<file path="config.mk">
export PLATFORM = sky130hd
export DESIGN_NAME = iiitb_ptvm_multi
export DESIGN_NICKNAME = d
export VERILOG_FILES = /design/src/rtl/iiitb_ptvm_multi.sv
export SDC_FILE = /design/constraint.sdc
export NUM_CORES = 1
export LEC_CHECK = 0
export BUFFER_PORTS_ARGS = -buffer_cell sky130_fd_sc_hd__clkbuf_2
export CORE_ASPECT_RATIO = 0.7
export CORE_MARGIN = 10
export CORE_UTILIZATION = 50
export DETAILED_ROUTE_END_ITERATION = 10
export PLACE_DENSITY = 0.67
export SLEW_MARGIN = 20
export SYNTH_ARGS = -nofsm -noshare
export SYNTH_HDL_FRONTEND = slang
export SYNTH_SLANG_ARGS = --single-unit
</file>
<file path="constraint.sdc">
create_clock -name clk -period 3.2 [get_ports clk]
set_input_delay 0.16 -clock clk [delete_from_list [all_inputs] [get_ports clk]]
set_output_delay 0.16 -clock clk [all_outputs]
set_load 0.03 [all_outputs]
</file>
<file path="src/rtl/iiitb_ptvm_multi.sv">
`default_nettype none
// ============================================================================
// Module  : iiitb_ptvm_multi
// Brief   : Two-fare ticket vending controller with coin accumulation,
//           change return, cancel and idle-timeout refund.
// Revision: 1.0 - initial release
// ============================================================================
module iiitb_ptvm_multi #(
    parameter int CW      = 4,
    parameter int PRICE0  = 3,
    parameter int PRICE1  = 5,
    parameter int TIMEOUT = 8
) (
    input  logic          clk,
    input  logic          rst,
    input  logic          coin_valid,
    input  logic [1:0]    coin,
    input  logic          sel,
    input  logic          cancel,
    output logic          vend,
    output logic          refund,
    output logic          change_valid,
    output logic [CW-1:0] change,
    output logic [CW-1:0] credit,
    output logic          reject,
    output logic          busy
);

    // Sum width covers the largest credit plus the 5-unit coin without wrap.
    localparam int            SW        = (CW >= 3) ? (CW + 1) : 4;
    localparam int            MAXC      = (1 << CW) - 1;
    localparam logic [SW-1:0] C_MAX     = SW'(MAXC);
    localparam logic [SW-1:0] C_PRICE0  = SW'(PRICE0);
    localparam logic [SW-1:0] C_PRICE1  = SW'(PRICE1);
    localparam logic [7:0]    C_TIMEOUT = 8'(TIMEOUT);

    typedef enum logic [1:0] {
        ST_IDLE    = 2'd0,
        ST_COLLECT = 2'd1,
        ST_VEND    = 2'd2,
        ST_REFUND  = 2'd3
    } state_t;

    state_t        state_q, state_d;
    logic [CW-1:0] credit_q, credit_d;
    logic [7:0]    timer_q, timer_d;
    logic          sel_q, sel_d;
    logic          reject_q, reject_d;

    logic [2:0]    w_coin_val;
    logic          w_coin_ok;
    logic [SW-1:0] w_sum;
    logic          w_fits;
    logic [SW-1:0] w_price_in;
    logic [SW-1:0] w_price_lat;
    logic [7:0]    w_timer_inc;

    always_comb begin
        w_coin_val = 3'd0;
        case (coin)
            2'b01:   w_coin_val = 3'd1;
            2'b10:   w_coin_val = 3'd2;
            2'b11:   w_coin_val = 3'd5;
            default: w_coin_val = 3'd0;
        endcase
    end

    assign w_coin_ok   = coin_valid && (coin != 2'b00);
    assign w_sum       = SW'(credit_q) + SW'(w_coin_val);
    assign w_fits      = (w_sum <= C_MAX);
    assign w_price_in  = sel   ? C_PRICE1 : C_PRICE0;
    assign w_price_lat = sel_q ? C_PRICE1 : C_PRICE0;
    assign w_timer_inc = timer_q + 8'd1;

    always_ff @(posedge clk or negedge rst) begin
        if (!rst) begin
            state_q  <= ST_IDLE;
            credit_q <= '0;
            timer_q  <= '0;
            sel_q    <= 1'b0;
            reject_q <= 1'b0;
        end else begin
            state_q  <= state_d;
            credit_q <= credit_d;
            timer_q  <= timer_d;
            sel_q    <= sel_d;
            reject_q <= reject_d;
        end
    end

    always_comb begin
        state_d  = state_q;
        credit_d = credit_q;
        timer_d  = timer_q;
        sel_d    = sel_q;
        reject_d = coin_valid && (coin == 2'b00);

        case (state_q)
            ST_IDLE: begin
                if (w_coin_ok) begin
                    if (w_fits) begin
                        credit_d = w_sum[CW-1:0];
                        sel_d    = sel;
                        timer_d  = '0;
                        state_d  = (w_sum >= w_price_in) ? ST_VEND : ST_COLLECT;
                    end else begin
                        reject_d = 1'b1;
                    end
                end
            end
            ST_COLLECT: begin
                if (cancel) begin
                    // Cancel has priority; any coin arriving with it goes back.
                    state_d  = ST_REFUND;
                    reject_d = coin_valid;
                end else if (w_coin_ok && w_fits) begin
                    credit_d = w_sum[CW-1:0];
                    timer_d  = '0;
                    if (w_sum >= w_price_lat) begin
                        state_d = ST_VEND;
                    end
                end else begin
                    if (w_coin_ok) begin
                        reject_d = 1'b1;
                    end
                    timer_d = w_timer_inc;
                    if (w_timer_inc >= C_TIMEOUT) begin
                        state_d = ST_REFUND;
                    end
                end
            end
            ST_VEND, ST_REFUND: begin
                state_d  = ST_IDLE;
                credit_d = '0;
                timer_d  = '0;
                reject_d = coin_valid;
            end
            default: begin
                state_d  = ST_IDLE;
                credit_d = '0;
                timer_d  = '0;
            end
        endcase
    end

    // All outputs decode from registered state so they are glitch-free.
    assign vend         = (state_q == ST_VEND);
    assign refund       = (state_q == ST_REFUND);
    assign change_valid = vend || refund;
    assign change       = vend   ? (credit_q - w_price_lat[CW-1:0]) :
                          refund ? credit_q : '0;
    assign credit       = credit_q;
    assign reject       = reject_q;
    assign busy         = (state_q != ST_IDLE);

endmodule
`default_nettype wire

</file>
==> results <==
- Power spread over the standard cell area amounts to 834 mW/mm^2.
- The arrival time of data at the critical path endpoint is 2.62 ns.
- Per report_power, the clock group accounts for 14.3% of the total.
- CTS placed an instance of sky130_fd_sc_hd__clkbuf_8 at the clock tree root.
- The die is 63.8 um tall.
- The time the final worst path needs with I/O delays and setup is 2.52 ns.
- The number of enable flip-flop cells after synthesis is 0.
- The number of nets produced by synthesis is 182.
- The first detailed-routing pass took 4 iterations.
- The total number of H-tree levels is 1.
- The analysis attributes to cell leakage a power of 0.704 nW.
- The final-layout setup total negative slack is 0 ns.
- For this block, the initial DRC count from the detailed router was 115.
- Dividing the detail-routed via count by the number of cells gives 5.95.
- The number of pins exceeding their max-slew limit in the final report was 0.
- The final count of hold timing violations is 0.
- The clock latency reported for the late side of the worst-skew pair is 0.25 ns.
- The clock passes through at most 2 buffers.
- Yosys printed 0 warnings.
- Global routing used 12.8% of the available tracks across all layers.
- After detailed routing, the number of remaining DRC violations is 0.
- The largest fanout of any net on the critical path is 6.
- Entering global routing, the biggest net connects 26 pins.
- Traced cell by cell, the critical path runs through ha_1 -> fa_1 -> xor2_1 -> ha_1 -> a211o_1 -> a211oi_1 -> a2111oi_2.
- The ratio of cells with drive above 1 in the final layout is 17.6%.
- The die covers 0.00527 sq mm.
- The largest single stage delay on the critical path is 0.44 ns.
- The core region area is 0.00253 sq mm.
- In the synthesized netlist, the number of instances is 162.
- Across the run, the number of max-cap violations was 0.
- The area added between synthesis and finish is 11.4%.
- The fraction of power consumed by sequential logic is 30.9%.
- The flow ran to the end, and the final reports show no timing, DRC or antenna violations.
- The initial standard-cell utilization of the core is 54.2%.
- The congestion estimate from routability-driven global placement came to 0.856.
- At the pin with the least slew margin, the transition time is 0.811 ns.
- The clock tree skew after final layout is 0.00430 ns.
- Once detailed placement completed, the half-perimeter wirelength came to 2480 um.
- The critical path is of the flop to flop type.
- Setup violations remaining at the end of the flow were counted as 0.
- The number of rows created at floorplan is 15.
- The reported net switching power is 0.000646 W.
- The initial antenna violation count is 0.
- The count of buffers added on input and output ports is 19.
- In this run the tightest slew margin relative to its limit is 45.9%.
- By instance count, the cell type seen most on the critical path is sky130_fd_sc_hd__ha_1.
- The number of buffers inserted during clock tree synthesis is 3.
- The global-route wire length before repair is 5460 um.
- The number of sinks handled by clock tree synthesis is 16.
- Counting distinct cell types in the post-synthesis netlist gives 39.
- The sequential-to-total area share from yosys stat is 29.2%.
- The min-delay analysis places its worst path in the category primary input to flop.
- The routed wire length per instance is 16.1 um.
- Setup repair after global routing left no endpoint under its margin.
- The repair_antennas step left the layout with diodes totalling 0.
- Of the total power, the share spent switching nets is 50.7%.
- The number of synthesized register bits is 16.
- The register clock-pin slew on the reported worst setup and hold paths is 0.07 ns.
- After detailed placement, the design holds a cell count of 205.
- STA classifies the critical path startpoint as a flop.
- STA classifies the critical path endpoint as a flop.
- The required arrival time at the worst endpoint is 3.30 ns.
- The via count of the first global-routing pass was 1104.
- The I/O pin count is 20.
- The post-synth design cell area is 0.00137 sq mm.
- The final layout contains routed wiring with a total length of 3380 um.
- The top cell types in the final layout, fill and taps aside, are sky130_fd_sc_hd__clkbuf_2, sky130_fd_sc_hd__nand2_1, sky130_fd_sc_hd__dfrtp_1, sky130_fd_sc_hd__nor2_1, sky130_fd_sc_hd__ha_1.
- TritonCTS built the clock tree.
- The mean instance size in the synthesized netlist is 8.47 sq um.
- The sum of overflow across all layers after global routing is 0.
- Static timing analysis puts the maximum clock frequency at 397 MHz.
- The final clock period utilization by the worst path is 78.7%.
- The finished layout holds 210 standard cells, fillers aside.
- The primary flip-flop cell chosen by synthesis mapping is sky130_fd_sc_hd__dfrtp_1.
- The number of gates resized after CTS is 0.
- The vias after detailed routing is 1249.
- IR analysis of the VDD net gives a maximum drop of 0.528 mV.
- The internal portion of the total power is 0.000629 W.
- The commonest non-fill, non-tap cell in the layout is sky130_fd_sc_hd__clkbuf_2.
- The share of synthesized registers carrying an async set or reset is 100%.
- In the final design database the tool counted 197 nets.
- The number of nets still failing antenna checks after routing is 0.
- The number of buffers added for setup after CTS is 0.
- The chip width is 82.6 um.
- The relative contribution of combinational cells to total power is 54.8%.
- The slowest stage of the critical path belongs to the cell sky130_fd_sc_hd__dfrtp_1.
layer usage:
layer / vias to the layer above / global-route usage (%) / wire (um)
met2: 47 / 19.1 / 1460
met3: 0 / 4.33 / 270
met1: 587 / 18.2 / 1650
li1: 615 / - / -
met4: 0 / 0.625 / 0
met5: - / 0 / 0
cell type report:
cell class	instances	area [sq um]
fill	233	1000
multi-input combinational	127	892
sequential	16	400
timing repair buffer	20	105
clock buffer	4	55.1
tap	34	42.5
inverter	9	33.8
logic make-up (layout without fill, tap and decap cells):
logic type / Yosys count / count (layout) / share of synthesized area, %
simple gates: 59 / 59 / 21.3
compound gates: 47 / 47 / 25.3
flops: 16 / 16 / 29.2
xor+xnor: 4 / 4 / 2.55
fa+ha+maj: 13 / 13 / 12.9
mux: 4 / 4 / 2.92
buf+inv: 19 / 33 / 5.83
synthesized netlist by cell type, types with 4 or more instances:
cell type	n	share of area [%]
sky130_fd_sc_hd__nand2_1	17	4.6
sky130_fd_sc_hd__dfrtp_1	16	29
sky130_fd_sc_hd__nor2_1	13	3.6
sky130_fd_sc_hd__ha_1	11	10
sky130_fd_sc_hd__a21oi_1	8	2.9
sky130_fd_sc_hd__clkbuf_1	8	2.2
sky130_fd_sc_hd__inv_1	8	2.2
sky130_fd_sc_hd__o21ai_0	7	2.6
sky130_fd_sc_hd__and2_1	6	2.7
sky130_fd_sc_hd__a32oi_1	5	3.2
sky130_fd_sc_hd__nand3_1	5	1.8
sky130_fd_sc_hd__a211oi_1	4	2.2
sky130_fd_sc_hd__a21o_1	4	2.2
sky130_fd_sc_hd__mux2i_1	4	2.9
sky130_fd_sc_hd__nor2b_1	4	1.8
power groups by stage:
stage,logic (W),registers (W),clock network (W)
floorplan,0.000536,0.000358,0
CTS,0.000702,0.000393,0.000184
finish,0.000699,0.000394,0.000183
global route,0.000772,0.000409,0.000196
detailed placement,0.000697,0.000396,0
global placement,0.000677,0.000394,0
flip-flops by register name, summed over array words and instances, names as in the netlist:
| register | count |
|---|---|
| reject | 1 |
| state_q | 2 |
| timer_q | 8 |
| sel_q | 1 |
| credit | 4 |
final timing paths:
kind	from	to	slack (ns)	cells after the start
min reg2reg	timer_q[7]	timer_q[7]	0.64	2
min in group asynchronous	rst	reject	0.37	2
max reg2reg	credit[0]	state_q[1]	0.68	7
min	coin_valid	reject	0.14	2
max	credit[0]	state_q[1]	0.68	7
max in group asynchronous	rst	timer_q[3]	2.53	2
through the flow:
stage / power [W] / hold WS, ns / setup slack (ns) / utilization [%] / area, sq um
after detailed placement: 0.00109 / 0.111 / 0.665 / 57.8 / 1460
after CTS: 0.00128 / 0.149 / 0.654 / 60.3 / 1530
after floorplan: 0.000894 / -0.136 / 0.674 / - / 1370
after global routing: 0.00138 / 0.156 / 0.451 / 60.3 / 1530
after global placement: 0.00107 / 0.110 / 0.720 / 57.8 / 1460
final: 0.00128 / 0.143 / 0.681 / 60.3 / 1530
worst max-delay path: cells and delay by family, from the launching register on:
kind / cells / cell delay (ns)
flops: 1 / 0.44
xor+xnor: 1 / 0.30
fa+ha+maj: 3 / 1.00
compound gates: 3 / 0.64
repair_timing:
action,CTS,global route
hold endpoints to repair,16,0
hold buffers,1,0
endpoints found under the setup margin,0,0
Note: power is estimated with default switching activity, not from simulation.
